==> src/rtl/world_stream_decoder_if.sv <==
// ---------------------------------------------------------------------------
// world_stream_decoder_if
//   Bundles the byte input, the voxel write handshake and the debug counters
//   of world_stream_decoder into one interface.
//
//   Signals:
//     byte_in / byte_valid_in   received byte and its one-cycle qualifier
//     wr_x/y/z_out              voxel coordinate of the current write command
//     wr_block_out              block type of the current write command
//     wr_valid_out / wr_ready_in  write handshake towards the L3 cache
//     busy_out                  decoder is inside a packet or emitting
//     pkt_count_out             accepted packets (wraps)
//     err_count_out             errors seen (saturates at 255)
//     err_pulse_out             one-cycle strobe per error
//
//   Modports:
//     master  the decoder side (consumes bytes, drives write commands)
//     slave   the environment side (UART feed, cache port, LEDs)
// ---------------------------------------------------------------------------
interface world_stream_decoder_if #(
  parameter int LENGTH     = 64,
  parameter int WIDTH      = 64,
  parameter int HEIGHT     = 16,
  parameter int BLOCK_BITS = 5
);
  localparam int XW = $clog2(LENGTH);
  localparam int YW = $clog2(WIDTH);
  localparam int ZW = $clog2(HEIGHT);

  logic [7:0]            byte_in;
  logic                  byte_valid_in;
  logic [XW-1:0]         wr_x_out;
  logic [YW-1:0]         wr_y_out;
  logic [ZW-1:0]         wr_z_out;
  logic [BLOCK_BITS-1:0] wr_block_out;
  logic                  wr_valid_out;
  logic                  wr_ready_in;
  logic                  busy_out;
  logic [15:0]           pkt_count_out;
  logic [7:0]            err_count_out;
  logic                  err_pulse_out;

  modport master (
    input  byte_in, byte_valid_in, wr_ready_in,
    output wr_x_out, wr_y_out, wr_z_out, wr_block_out, wr_valid_out,
           busy_out, pkt_count_out, err_count_out, err_pulse_out
  );

  modport slave (
    output byte_in, byte_valid_in, wr_ready_in,
    input  wr_x_out, wr_y_out, wr_z_out, wr_block_out, wr_valid_out,
           busy_out, pkt_count_out, err_count_out, err_pulse_out
  );
endinterface

==> src/rtl/world_stream_decoder.sv <==
// ---------------------------------------------------------------------------
// world_stream_decoder
//   Turns the server plugin's world-update byte stream (from uart_receiver)
//   into voxel write commands for the l3_cache write port.
//
//   Packets (byte order):
//     single : A5 x y z type chk
//     run    : 5A x y z type n chk      -> n+1 voxels, y fastest, then x, z
//   chk is the XOR of every byte after the header and before chk.
//   A packet is accepted only if chk matches and x/y/z/type are in range.
//   Bad checksum, out-of-range fields, an inter-byte gap of TIMEOUT_CYCLES
//   inside a packet, and any byte arriving while emitting all count as
//   errors.
//
//   Ports:
//     clk_in   single clock
//     rst_in   asynchronous active-high reset
//     bus      world_stream_decoder_if.master (bytes in, writes/counters out)
// ---------------------------------------------------------------------------
module world_stream_decoder #(
  parameter int LENGTH         = 64,
  parameter int WIDTH          = 64,
  parameter int HEIGHT         = 16,
  parameter int BLOCK_BITS     = 5,
  parameter int TIMEOUT_CYCLES = 4340
) (
  input  logic                  clk_in,
  input  logic                  rst_in,
  world_stream_decoder_if.master bus
);
  localparam int XW = $clog2(LENGTH);
  localparam int YW = $clog2(WIDTH);
  localparam int ZW = $clog2(HEIGHT);
  localparam int GW = $clog2(TIMEOUT_CYCLES + 1);

  localparam logic [GW-1:0] GAP_LAST   = GW'(TIMEOUT_CYCLES - 1);
  localparam logic [7:0]    HDR_SINGLE = 8'hA5;
  localparam logic [7:0]    HDR_RUN    = 8'h5A;

  typedef enum logic [2:0] {
    S_IDLE,
    S_X,
    S_Y,
    S_Z,
    S_TYPE,
    S_CNT,
    S_CHK,
    S_EMIT
  } state_t;

  state_t                state;
  logic                  run_mode;

  // Raw packet fields are kept at full byte width so the range check sees
  // the whole value, not a truncated coordinate.
  logic [7:0]            x_b;
  logic [7:0]            y_b;
  logic [7:0]            z_b;
  logic [7:0]            t_b;
  logic [7:0]            n_b;
  logic [7:0]            chk_acc;
  logic [7:0]            rem;
  logic [GW-1:0]         gap;

  logic [XW-1:0]         wr_x;
  logic [YW-1:0]         wr_y;
  logic [ZW-1:0]         wr_z;
  logic [BLOCK_BITS-1:0] wr_blk;
  logic                  wr_valid;
  logic [15:0]           pkt_cnt;
  logic [7:0]            err_cnt;
  logic                  err_pulse;

  logic                  bv;
  logic                  in_pkt;
  logic                  timeout_hit;
  logic                  pkt_ok;
  logic                  chk_bad;
  logic                  overrun;
  logic                  err_evt;
  logic                  handshake;
  logic                  last_voxel;
  logic                  y_last;
  logic                  x_last;
  logic                  z_last;

  assign bv     = bus.byte_valid_in;
  assign in_pkt = (state inside {S_X, S_Y, S_Z, S_TYPE, S_CNT, S_CHK});

  // A byte in the expiry cycle takes priority: the timeout only fires when
  // no byte is present.
  assign timeout_hit = in_pkt && !bv && (gap == GAP_LAST);

  assign pkt_ok = (chk_acc == bus.byte_in)
               && (32'(x_b) < LENGTH)
               && (32'(y_b) < WIDTH)
               && (32'(z_b) < HEIGHT)
               && (32'(t_b) < (32'd1 << BLOCK_BITS));

  assign chk_bad    = (state == S_CHK) && bv && !pkt_ok;
  assign overrun    = (state == S_EMIT) && bv;
  assign err_evt    = timeout_hit || chk_bad || overrun;

  assign handshake  = wr_valid && bus.wr_ready_in;
  assign last_voxel = !run_mode || (rem == 8'd0);

  assign y_last = (wr_y == YW'(WIDTH - 1));
  assign x_last = (wr_x == XW'(LENGTH - 1));
  assign z_last = (wr_z == ZW'(HEIGHT - 1));

  always_ff @(posedge clk_in or posedge rst_in) begin
    if (rst_in) begin
      state     <= S_IDLE;
      run_mode  <= 1'b0;
      x_b       <= '0;
      y_b       <= '0;
      z_b       <= '0;
      t_b       <= '0;
      n_b       <= '0;
      chk_acc   <= '0;
      rem       <= '0;
      gap       <= '0;
      wr_x      <= '0;
      wr_y      <= '0;
      wr_z      <= '0;
      wr_blk    <= '0;
      wr_valid  <= 1'b0;
      pkt_cnt   <= '0;
      err_cnt   <= '0;
      err_pulse <= 1'b0;
    end else begin
      if (in_pkt && !bv) begin
        // Silent cycle inside a packet: run the gap counter, abandon the
        // partial packet when it expires.
        if (timeout_hit) begin
          state <= S_IDLE;
          gap   <= '0;
        end else begin
          gap <= gap + GW'(1);
        end
      end else begin
        gap <= '0;
        unique case (state)
          S_IDLE: begin
            // Anything other than a header byte is line noise.
            if (bv && (bus.byte_in == HDR_SINGLE || bus.byte_in == HDR_RUN)) begin
              run_mode <= (bus.byte_in == HDR_RUN);
              chk_acc  <= '0;
              state    <= S_X;
            end
          end
          // In the B_* states below a byte is guaranteed present.
          S_X: begin
            x_b     <= bus.byte_in;
            chk_acc <= chk_acc ^ bus.byte_in;
            state   <= S_Y;
          end
          S_Y: begin
            y_b     <= bus.byte_in;
            chk_acc <= chk_acc ^ bus.byte_in;
            state   <= S_Z;
          end
          S_Z: begin
            z_b     <= bus.byte_in;
            chk_acc <= chk_acc ^ bus.byte_in;
            state   <= S_TYPE;
          end
          S_TYPE: begin
            t_b     <= bus.byte_in;
            chk_acc <= chk_acc ^ bus.byte_in;
            state   <= run_mode ? S_CNT : S_CHK;
          end
          S_CNT: begin
            n_b     <= bus.byte_in;
            chk_acc <= chk_acc ^ bus.byte_in;
            state   <= S_CHK;
          end
          S_CHK: begin
            if (pkt_ok) begin
              wr_x     <= x_b[XW-1:0];
              wr_y     <= y_b[YW-1:0];
              wr_z     <= z_b[ZW-1:0];
              wr_blk   <= t_b[BLOCK_BITS-1:0];
              wr_valid <= 1'b1;
              rem      <= run_mode ? n_b : 8'd0;
              pkt_cnt  <= pkt_cnt + 16'd1;
              state    <= S_EMIT;
            end else begin
              state <= S_IDLE;
            end
          end
          S_EMIT: begin
            // Bytes here are dropped (flagged as overrun via err_evt).
            if (handshake) begin
              if (last_voxel) begin
                wr_valid <= 1'b0;
                state    <= S_IDLE;
              end else begin
                rem <= rem - 8'd1;
                // Raster order: y fastest, then x, then z, wrapping the
                // whole volume.
                if (y_last) begin
                  wr_y <= '0;
                  if (x_last) begin
                    wr_x <= '0;
                    wr_z <= z_last ? '0 : wr_z + ZW'(1);
                  end else begin
                    wr_x <= wr_x + XW'(1);
                  end
                end else begin
                  wr_y <= wr_y + YW'(1);
                end
              end
            end
          end
          default: state <= S_IDLE;
        endcase
      end

      err_pulse <= err_evt;
      if (err_evt && err_cnt != 8'hFF) err_cnt <= err_cnt + 8'd1;
    end
  end

  assign bus.wr_x_out      = wr_x;
  assign bus.wr_y_out      = wr_y;
  assign bus.wr_z_out      = wr_z;
  assign bus.wr_block_out  = wr_blk;
  assign bus.wr_valid_out  = wr_valid;
  assign bus.busy_out      = (state != S_IDLE);
  assign bus.pkt_count_out = pkt_cnt;
  assign bus.err_count_out = err_cnt;
  assign bus.err_pulse_out = err_pulse;
endmodule
==> src/flat_wrapper.sv <==
// flat-port wrapper written by rule: the top's interface ports become plain ports
module world_stream_decoder_flat 
#(
  parameter int LENGTH         = 64,
  parameter int WIDTH          = 64,
  parameter int HEIGHT         = 16,
  parameter int BLOCK_BITS     = 5,
  parameter int TIMEOUT_CYCLES = 4340
)
  (clk_in, rst_in, bus_byte_in, bus_byte_valid_in, bus_wr_ready_in, bus_wr_x_out, bus_wr_y_out, bus_wr_z_out, bus_wr_block_out, bus_wr_valid_out, bus_busy_out, bus_pkt_count_out, bus_err_count_out, bus_err_pulse_out);
  world_stream_decoder_if #(.LENGTH(LENGTH), .WIDTH(WIDTH), .HEIGHT(HEIGHT), .BLOCK_BITS(BLOCK_BITS)) bus_i ();
  input  logic clk_in;
  input  logic rst_in;
  input wire logic [$bits(bus_i.byte_in)-1:0] bus_byte_in;
  input wire logic [$bits(bus_i.byte_valid_in)-1:0] bus_byte_valid_in;
  input wire logic [$bits(bus_i.wr_ready_in)-1:0] bus_wr_ready_in;
  output wire logic [$bits(bus_i.wr_x_out)-1:0] bus_wr_x_out;
  output wire logic [$bits(bus_i.wr_y_out)-1:0] bus_wr_y_out;
  output wire logic [$bits(bus_i.wr_z_out)-1:0] bus_wr_z_out;
  output wire logic [$bits(bus_i.wr_block_out)-1:0] bus_wr_block_out;
  output wire logic [$bits(bus_i.wr_valid_out)-1:0] bus_wr_valid_out;
  output wire logic [$bits(bus_i.busy_out)-1:0] bus_busy_out;
  output wire logic [$bits(bus_i.pkt_count_out)-1:0] bus_pkt_count_out;
  output wire logic [$bits(bus_i.err_count_out)-1:0] bus_err_count_out;
  output wire logic [$bits(bus_i.err_pulse_out)-1:0] bus_err_pulse_out;
  assign bus_i.byte_in = bus_byte_in;
  assign bus_i.byte_valid_in = bus_byte_valid_in;
  assign bus_i.wr_ready_in = bus_wr_ready_in;
  assign bus_wr_x_out = bus_i.wr_x_out;
  assign bus_wr_y_out = bus_i.wr_y_out;
  assign bus_wr_z_out = bus_i.wr_z_out;
  assign bus_wr_block_out = bus_i.wr_block_out;
  assign bus_wr_valid_out = bus_i.wr_valid_out;
  assign bus_busy_out = bus_i.busy_out;
  assign bus_pkt_count_out = bus_i.pkt_count_out;
  assign bus_err_count_out = bus_i.err_count_out;
  assign bus_err_pulse_out = bus_i.err_pulse_out;
  world_stream_decoder #(.LENGTH(LENGTH), .WIDTH(WIDTH), .HEIGHT(HEIGHT), .BLOCK_BITS(BLOCK_BITS), .TIMEOUT_CYCLES(TIMEOUT_CYCLES)) u_core (.clk_in(clk_in), .rst_in(rst_in), .bus(bus_i));
endmodule
==> config.mk <==
export PLATFORM = sky130hd
export DESIGN_NAME = world_stream_decoder_flat
export DESIGN_NICKNAME = d
export VERILOG_FILES = /design/src/rtl/world_stream_decoder_if.sv /design/src/rtl/world_stream_decoder.sv /design/src/flat_wrapper.sv
export SDC_FILE = /design/constraint.sdc
export NUM_CORES = 1
export LEC_CHECK = 0
export CAP_MARGIN = 20
export CORE_MARGIN = 2
export CORE_UTILIZATION = 57
export CTS_CLUSTER_DIAMETER = 100
export CTS_CLUSTER_SIZE = 20
export DETAILED_ROUTE_END_ITERATION = 8
export PLACE_DENSITY_LB_ADDON = 0.15
export SYNTH_ARGS = -nofsm -noshare
export SYNTH_HDL_FRONTEND = slang
export SYNTH_SLANG_ARGS = --single-unit
==> constraint.sdc <==
create_clock -name clk_in -period 4.8 [get_ports clk_in]
set_input_delay 0.48 -clock clk_in [delete_from_list [all_inputs] [get_ports clk_in]]
set_output_delay 0.48 -clock clk_in [all_outputs]
set_load 0.03 [all_outputs]
==> results of run 1 <==
## logic make-up (layout without fill, tap and decap cells)
group	count (synthesis)	after routing	synth area share, %
and+or+nand+nor	201	201	18.21
DFF	120	120	49.33
adders and majority gates	8	8	1.644
xor gates and xnor gates	40	40	5.755
muxes	49	49	9.003
buffers and inverters	43	105	3.042
AOI/OAI and AO/OA	113	113	13.01
## power by group
group | internal, µW | switching, µW
clock network | 853 | 436
logic | 540 | 668
registers | 1320 | 324
## per-stage QoR
step           cell area (µm²)  hold WS, ns  total power, µW
3_3_place_gp              6736       0.4507             2798
6_report                  7341       0.4657             4141
2_1_floorplan             6087       0.4315             2431
5_1_grt                   7341       0.4769             4366
3_5_place_dp              6736       0.4561             2850
4_1_cts                   7341       0.4694             4152
## layout make-up
class | instances | area, µm² | area share [%]
flip-flops and latches | 120 | 3003 | 40.91
multi-input cells | 411 | 2899 | 39.49
repair buffers | 63 | 620.6 | 8.454
clock buffers | 23 | 486.7 | 6.630
well taps | 136 | 170.2 | 2.318
clock inverters | 8 | 117.6 | 1.602
inverters | 11 | 43.79 | 0.5966
## metal layers
| layer | track usage [%] | share of wire [%] | vias up |
|---|---|---|---|
| li1 | - | - | 2197 |
| met1 | 35.98 | 43 | 2416 |
| met2 | 45.84 | 50 | 170 |
| met3 | 7.506 | 5.3 | 28 |
| met4 | 8.700 | 1.5 | 0 |
| met5 | 0 | 0 | - |
## worst paths after layout
kind                                  from                      endpoint  slack [ns]  cells past startpoint
min reg2reg                  u_core.t_b[4]    u_core.bus.wr_block_out[4]        0.47                      2
min in group clk_in          u_core.t_b[4]    u_core.bus.wr_block_out[4]        0.47                      2
max in group asynchronous           rst_in                u_core.gap[11]        3.37                      3
max                        u_core.state[2]        u_core.bus.wr_z_out[1]        1.65                      4
max reg2reg                u_core.state[2]        u_core.bus.wr_z_out[1]        1.65                      4
min                                 rst_in  u_core.bus.pkt_count_out[10]        0.47                      2
## placed cells by master (no fill, tap or decap), drive strengths merged, types with 9 or more instances in the layout
cell type / n
a21o: 9
a21oi: 21
and3: 11
clkbuf: 23
clkdlybuf4s50: 59
dfrtp: 120
inv: 11
mux2: 46
nand2: 53
nand3: 21
nand4: 15
nor2: 34
nor3: 20
nor3b: 10
o21ai: 28
xnor2: 21
xor2: 19
## sequential cells by signal, summed over array words and instances, names as in the netlist
| register | flops |
|---|---|
| u_core.bus.pkt_count_out | 16 |
| u_core.gap | 13 |
| u_core.bus.err_count_out | 8 |
| u_core.chk_acc | 8 |
| u_core.n_b | 8 |
| u_core.rem | 8 |
| u_core.t_b | 8 |
| u_core.x_b | 8 |
| u_core.y_b | 8 |
| u_core.z_b | 8 |
| u_core.bus.wr_x_out | 6 |
| u_core.bus.wr_y_out | 6 |
| u_core.bus.wr_block_out | 5 |
| u_core.bus.wr_z_out | 4 |
| u_core.state | 3 |
| u_core.bus.err_pulse_out | 1 |
| u_core.bus.wr_valid_out | 1 |
| u_core.run_mode | 1 |
==> reports/results.tsv, run 1 <==
stage	metric	value	unit
floorplan	Die H	107.3	µm
yosys	Synth top area share	49.33	%
routing	total number of vias	4811	
yosys	count leader, synth	dfrtp_1	
cells_and_area	share of layout cells above drive strength 1	11.16	%
sta	Achievable Freq	317.7	MHz
yosys	Mapped Area	6087	µm²
cts	clock buffer depth	2	
cells_and_area	Final nets	644	
place	I/O Buffers	59	
yosys	sequential area share after synthesis	49.33	%
yosys	Syn Inst Count	574	
grt	largest net degree at the start of global routing	65	
cts	Clk pin slew, worst setup/hold paths	0.06	ns
place	Placer Congestion	0.8625	
sta	Final Hold Vio Count	0	
worst_setup_path	maximum fanout along the worst path	23	
floorplan	Die X	107.3	µm
routing	via/cell ratio	6.232	
worst_setup_path	worst endpoint required time	5.20	ns
sta	RSZ-0062 raised after global routing	no	
worst_setup_path	CP arrival	3.55	ns
grt	initial antenna violation count	0	
sta	final setup skew	0.009405	ns
cells_and_area	Syn-to-layout area delta	20.60	%
power	leakage	0.003152	µW
sta	Final Worst Setup Slack	1.652	ns
cts	TritonCTS clock tree	done	
yosys	post-synthesis cell type count	64	
place	Place WS	1.729	ns
yosys	synth cell count leaders	dfrtp_1 (120), nand2_1 (53), nor2_1 (34)	
run	max cap viols	0	
cells_and_area	ant diodes	0	
yosys	Main synth FF type	dfrtp_1	
cells_and_area	final core utilization	70.79	%
routing	Routed WL per cell	19.05	µm
sta	fin crit share	65.58	%
worst_hold_path	Hold WC Path Type	primary input to asynchronous set/reset pin	
routing	DRC	0	
cells_and_area	non-filler cells, final	772	
routing	Post-Route WL	14.71	mm
run_status	run status	finished, final reports clean	
worst_setup_path	CP cell instances	nand3_1, o211ai_1, nand2b_1, mux2_1	
routing	Detail Route Antenna Nets	0	
yosys	synth top area cells	dfrtp_1 (49%), mux2_1 (5.5%), nand2_1 (3.3%), xnor2_1 (3.0%), mux2_2 (3.0%)	
worst_setup_path	Worst Setup Start Kind	flip-flop	
worst_setup_path	CP Class	flip-flop to flip-flop	
cts	clk_lat worst skew	0.53	ns
place	detailed placement HPWL	10.00	mm
power	Pwr Density	564.1	nW/µm²
cts	setup bufs post-CTS	0	
yosys	EDFF count, synth	0	
cts	CTS Hold Bufs	0	
yosys	asr flop ratio synth	100.0	%
cts	CTS root buffer	clkbuf_8	
sta	Slew HR	36.51	%
grt	GRT overflow	0	
floorplan	row count	37	
yosys	Syn Area/Cell	10.60	µm²
floorplan	die area	11520	µm²
grt	vias in the first global route	4755	
grt	GRT Resource Usage Total	27.81	%
cts	Clock Sinks	120	
power	Peak VDD IR	508.3	µV
sta	crit path time final	3.148	ns
cts	CTS resizes	0	
worst_setup_path	CP endpoint kind	flip-flop	
sta	Final setup viols	0	
sta	post-route setup TNS	0	ns
grt	first-pass GRT wire length	24.59	mm
worst_setup_path	Worst path top cell family by delay	simple AND/OR/NAND/NOR gates	
worst_setup_path	CP max-delay cell	o211ai_1	
routing	initial drt markers	286	
worst_setup_path	Worst path max stage delay	0.96	ns
cts	H-tree depth	4	
floorplan	core region area	10370	µm²
place	Post-Place Cells	741	
yosys	Seq cells post-synth	120	
routing	DRT Pass-1 Iters	5	
yosys	Yosys Warn Count	0	
worst_setup_path	WP buf/inv	0	
cts	CTS Buf Count	17	
cells_and_area	Layout fillers	772	
floorplan	Ports	60	
yosys	Syn Nets	594	
sta	Slew @ Worst Pin	0.9523	ns
yosys	Synth area leader	dfrtp_1	
sta	final-report max-slew violation count	0	
floorplan	Starting Density	58.70	%
Power figures use the tool's default switching activity.
==> run 2: changes to the inputs <==
- CORE_UTILIZATION: 57 -> 52
- clock period: 4.8 -> 2.77 ns (I/O delays scaled with it)
==> run 2 against run 1 <==
Compared with the run above: routed wire length down 4.4%; critical endpoint is now bus_busy_out; clock power up 79%; critical path depth unchanged; setup slack worse by 1.2 ns; sequential share of layout area down 1.3 points; clock-buffer cell count unchanged; clock skew about the same; power up 75%.
==> reports/results.tsv, run 2 (synthesis gave the netlist of run 1 again) <==
stage	metric	value	unit
worst_setup_path	Worst setup startpoint	u_core.state[1]	
sta	Final Hold Vio Count	0	
routing	Detail Route Antenna Nets	0	
cells_and_area	Final nets	671	
cts	Clock Sinks	120	
routing	DRT Pass-1 Iters	5	
routing	via/cell ratio	5.862	
sta	fin crit share	83.74	%
floorplan	Ports	60	
run	max cap viols	0	
worst_setup_path	maximum fanout along the worst path	13	
grt	GRT overflow	0	
cts	H-tree depth	4	
run_status	run status	finished, final reports clean	
power	leakage	0.003289	µW
worst_setup_path	CP endpoint kind	output port	
routing	Routed WL per cell	17.47	µm
cts	CTS Buf Count	17	
worst_setup_path	worst endpoint required time	2.49	ns
grt	initial antenna violation count	0	
power	Peak VDD IR	850.1	µV
sta	RSZ-0062 raised after global routing	no	
cts	TritonCTS clock tree	done	
cts	CTS Hold Bufs	0	
worst_setup_path	R2R cell count	5	
routing	DR WL met2	6.495	mm
worst_setup_path	CP arrival	2.04	ns
routing	Post-Route WL	14.06	mm
grt	GRT Resource Usage Total	23.44	%
routing	total number of vias	4719	
cells_and_area	commonest non-fill, non-tap cell in the layout	dfrtp_1	
place	I/O Buffers	59	
cells_and_area	share of layout cells above drive strength 1	14.80	%
grt	largest net degree at the start of global routing	121	
cells_and_area	ant diodes	0	
cts	clk_lat worst skew	0.41	ns
routing	DR WL met3	726	µm
sta	Slew @ Worst Pin	0.7571	ns
floorplan	Die X	112.2	µm
cts	clock buffer depth	2	
cts	Clk pin slew, worst setup/hold paths	0.06	ns
cells_and_area	Layout fillers	896	
worst_setup_path	CP Class	flip-flop to output port	
routing	M1 WL	6.592	mm
sta	Achievable Freq	431.1	MHz
sta	final setup skew	0.009802	ns
cts	setup bufs post-CTS	0	
routing	DRC	0	
power	Pwr Density	956.1	nW/µm²
cells_and_area	most frequent cells in the layout	dfrtp_1 (120), clkdlybuf4s50_1 (59), nand2_1 (53)	
cells_and_area	final core utilization	66.43	%
place	Placer Congestion	0.9038	
cts	CTS root buffer	clkbuf_16	
floorplan	row count	39	
grt	first-pass GRT wire length	23.39	mm
cts	CTS resizes	0	
worst_setup_path	Critical R2R Launch	u_core.state[1]	
sta	crit path time final	2.319	ns
floorplan	die area	12590	µm²
floorplan	core region area	11420	µm²
floorplan	Die H	112.2	µm
sta	Final setup viols	0	
worst_setup_path	Worst Setup Start Kind	flip-flop	
routing	top routing layer in use	met4	
cells_and_area	Syn-to-layout area delta	24.60	%
place	detailed placement HPWL	9.766	mm
sta	post-route setup TNS	0	ns
sta	final-report max-slew violation count	0	
routing	initial drt markers	352	
worst_hold_path	Hold WC Path Type	primary input to asynchronous set/reset pin	
sta	Slew HR	49.32	%
cells_and_area	number of flip-flops in the largest register	16	
floorplan	Starting Density	53.31	%
grt	vias in the first global route	4564	
run 2: cell types whose count changed in the layout (fill, tap and decap cells not counted):
cell / before / now
clkbuf_1: 1 / 0
clkinv_2: 4 / 2
buf_4: 4 / 30
inv_4: 1 / 0
clkbuf_16: 16 / 17
buf_12: 0 / 1
clkinvlp_4: 1 / 3
run 2: final timing paths:
| path | to | slack [ns] |
|---|---|---|
| min in group clk_in | u_core.bus.pkt_count_out[15] | 0.46 |
| worst max register to register | u_core.bus.pkt_count_out[10] | 0.48 |
| worst max-delay path | bus_busy_out | 0.45 |
| worst min register to register | u_core.bus.pkt_count_out[15] | 0.46 |
| max in group asynchronous | u_core.bus.pkt_count_out[2] | 1.91 |
| worst min-delay path | u_core.gap[12] | 0.41 |
run 2: where the power goes:
group	internal [µW]	leakage, µW	switching [µW]
clock network	1540	0.000303	762
logic	987	0.00145	1160
registers	2290	0.00154	505
total	4820	0.00329	2430
run 2: worst max-delay path: stages, from the launching register on:
cell	delay, ns
dfrtp_1	0.62
nor3_2	0.08
buf_4	0.17
inv_2	0.09
clkdlybuf4s50_1	0.67
run 2: area by class of cell:
cell class	count	area [µm²]	area share, %
Timing Repair Buffer	90	835.8	11.02
Clock inverter	7	115.1	1.518
Clock buffer	23	508.0	6.697
Inverter	11	45.04	0.5939
Sequential cell	120	3003	39.59
Tap cell	143	178.9	2.359
Multi-Input combinational cell	411	2899	38.22
run 2: metal layers:
| layer | track usage (%) | up-vias |
|---|---|---|
| met2 | 36.35 | 124 |
| met4 | 8.862 | 0 |
| met1 | 32.74 | 2328 |
| li1 | - | 2249 |
| met5 | 0 | - |
| met3 | 4.860 | 18 |
run 2: stage by stage:
stage / total power [µW] / hold WS [ns] / setup WS, ns / area, µm² / std cells
floorplan: 4213 / 0.4315 / 0.7999 / 6091 / 574
global placement: 4891 / 0.4537 / 0.3120 / 6962 / 775
detailed placement: 4962 / 0.4626 / 0.2703 / 6962 / 775
CTS: 7292 / 0.4345 / 0.4404 / 7585 / 805
global route: 7634 / 0.4585 / 0.2540 / 7585 / 805
finish: 7252 / 0.4084 / 0.4505 / 7585 / 805
==> run 3: changes to the inputs <==
- CORE_UTILIZATION: 52 -> 57
- clock period: 2.77 -> 2.37 ns (I/O delays scaled with it)
==> run 3 against run 2 <==
Compared with the run above: design area up 2.2%; clock skew down 0.0031 ns; global-route usage up 5.0 points; first-iteration DRC count up 9.4%; cell count up 2.1%; sequential power up 17%; clock-buffer cell count down 2; hold slack worse by 0.24 ns.
==> reports/results.tsv, run 3 (synthesis gave the netlist of run 1 again) <==
stage	metric	value	unit
cells_and_area	Syn-to-layout area delta	27.30	%
grt	initial antenna violation count	0	
floorplan	core region area	10370	µm²
cts	CTS Buf Count	17	
power	Net Sw Frac	34.51	%
place	placed inst area	7131	µm²
floorplan	Die X	107.3	µm
worst_setup_path	Worst setup startpoint	u_core.state[1]	
worst_setup_path	Reg2Reg Setup Slack	0.18	ns
floorplan	die area	11520	µm²
cts	Clk pin slew, worst setup/hold paths	0.06	ns
power	Peak VDD IR	773.2	µV
cells_and_area	commonest non-fill, non-tap cell in the layout	dfrtp_1	
floorplan	row count	37	
sta	crit path time final	2.193	ns
routing	DRC	0	
place	Post-Place Cells	790	
worst_setup_path	Worst Setup Start Kind	flip-flop	
cells_and_area	most frequent cells in the layout	dfrtp_1 (119), clkdlybuf4s50_1 (58), nand2_1 (53)	
cells_and_area	non-filler cells, final	822	
grt	first-pass GRT wire length	24.91	mm
sta	final setup skew	0.006749	ns
routing	Routed WL per cell	18.38	µm
cts	H-tree depth	4	
routing	initial drt markers	385	
worst_setup_path	R2R cell count	5	
place	Placer Congestion	0.9163	
cells_and_area	ant diodes	0	
sta	fin crit share	92.54	%
sta	Final Hold Vio Count	0	
floorplan	Die H	107.3	µm
routing	Post-Route WL	15.11	mm
worst_setup_path	r2r endpoint	u_core.bus.wr_z_out[1]	
cts	clk_lat worst skew	0.54	ns
run	max cap viols	0	
cts	TritonCTS clock tree	done	
worst_setup_path	CP arrival	2.62	ns
power	combinational share of power	30.5	%
power	proportion of power drawn by flip-flops and latches	38.5	%
sta	Slew @ Worst Pin	0.7425	ns
floorplan	Starting Density	58.70	%
cts	Clock Sinks	120	
worst_hold_path	Hold WC Path Type	primary input to asynchronous set/reset pin	
cells_and_area	Final nets	693	
grt	vias in the first global route	4893	
sta	Min Hold Slack	0.1723	ns
cts	CTS Hold Bufs	0	
routing	DRT Pass-1 Iters	5	
power	clock network power share	31.0	%
routing	via/cell ratio	6.035	
worst_setup_path	CP Class	flip-flop to flip-flop	
sta	Achievable Freq	455.9	MHz
worst_setup_path	worst endpoint required time	2.79	ns
run_status	run status	finished, final reports clean	
grt	GRT Resource Usage Total	28.49	%
grt	GRT overflow	0	
power	total chip power	8536	µW
power	Pint	5590	µW
sta	final-report max-slew violation count	0	
floorplan	Ports	60	
power	P_sw	2946	µW
cells_and_area	share of layout cells above drive strength 1	18.08	%
cts	clock buffer depth	2	
worst_setup_path	critical path endpoint	u_core.bus.wr_z_out[1]	
power	leakage	0.003395	µW
worst_setup_path	CP endpoint kind	flip-flop	
grt	largest net degree at the start of global routing	39	
worst_setup_path	Critical R2R Launch	u_core.state[1]	
sta	Final setup viols	0	
cts	setup bufs post-CTS	0	
routing	Detail Route Antenna Nets	0	
cells_and_area	Final Cell Area	7749	µm²
cts	CTS root buffer	clkbuf_8	
worst_setup_path	maximum fanout along the worst path	12	
place	I/O Buffers	59	
power	Pwr Density	1102	nW/µm²
sta	RSZ-0062 raised after global routing	no	
place	detailed placement HPWL	10.74	mm
cells_and_area	number of flip-flops in the largest register	16	
cells_and_area	final core utilization	74.72	%
sta	Slew HR	50.39	%
routing	total number of vias	4961	
cells_and_area	Layout fillers	735	
run 3: how the worst min path moves through the flow:
stage                       start                         end  slack, ns  cells past startpoint
floorplan           u_core.t_b[0]  u_core.bus.wr_block_out[0]       0.43                      2
global placement    u_core.t_b[1]  u_core.bus.wr_block_out[1]       0.44                      2
detailed placement  u_core.t_b[2]  u_core.bus.wr_block_out[2]       0.45                      2
CTS                        rst_in             u_core.state[2]       0.17                      2
global route               rst_in           u_core.chk_acc[4]       0.23                      2
finish                     rst_in           u_core.chk_acc[1]       0.17                      2
run 3: critical path: stages (launching register included):
cell and delay (ns):
dfrtp_1 0.54, nand3_1 0.42, a31o_2 0.40, o211ai_1 0.17
nand2b_1 0.22, mux2_1 0.33
run 3: metrics by stage:
stage,setup WS (ns),setup TNS (ns)
after detailed placement,-0.09852,-0.6168
after CTS,0.1060,0
after global routing,0.03998,0
after floorplan,0.3999,0
after global placement,-0.02943,-0.02943
final,0.1767,0
run 3: cell type report:
cell class / instances / area (µm²) / share of cell area, %
clock buffers: 21 / 469.2 / 6.055
clock inverters: 11 / 145.1 / 1.873
inverters: 11 / 45.04 / 0.5813
multi-input cells: 411 / 2903 / 37.46
flip-flops and latches: 120 / 3004 / 38.77
well taps: 136 / 170.2 / 2.196
repair buffers: 112 / 1012 / 13.06
run 3: what timing repair did:
action	4_1_cts	5_1_grt
endpoints found under the hold margin	0	0
gates resized for setup	2	1
endpoints found under the setup margin	1	14
run 3: power by group through the flow:
| stage | Combinational [µW] | Clock, µW | Sequential [µW] |
|---|---|---|---|
| after floorplan | 1550 | 0 | 3370 |
| after global placement | 2510 | 0 | 3250 |
| after detailed placement | 2590 | 0 | 3290 |
| after CTS | 2600 | 2680 | 3270 |
| after global routing | 2840 | 2770 | 3360 |
| final | 2600 | 2650 | 3280 |
run 3: per-layer routing:
layer	routed length [µm]	global-route usage, %	up-vias
li1	-	-	2289
met1	6705	38.05	2472
met2	7237	45.98	174
met3	906	6.235	26
met4	261	10.35	0
met5	0	0	-
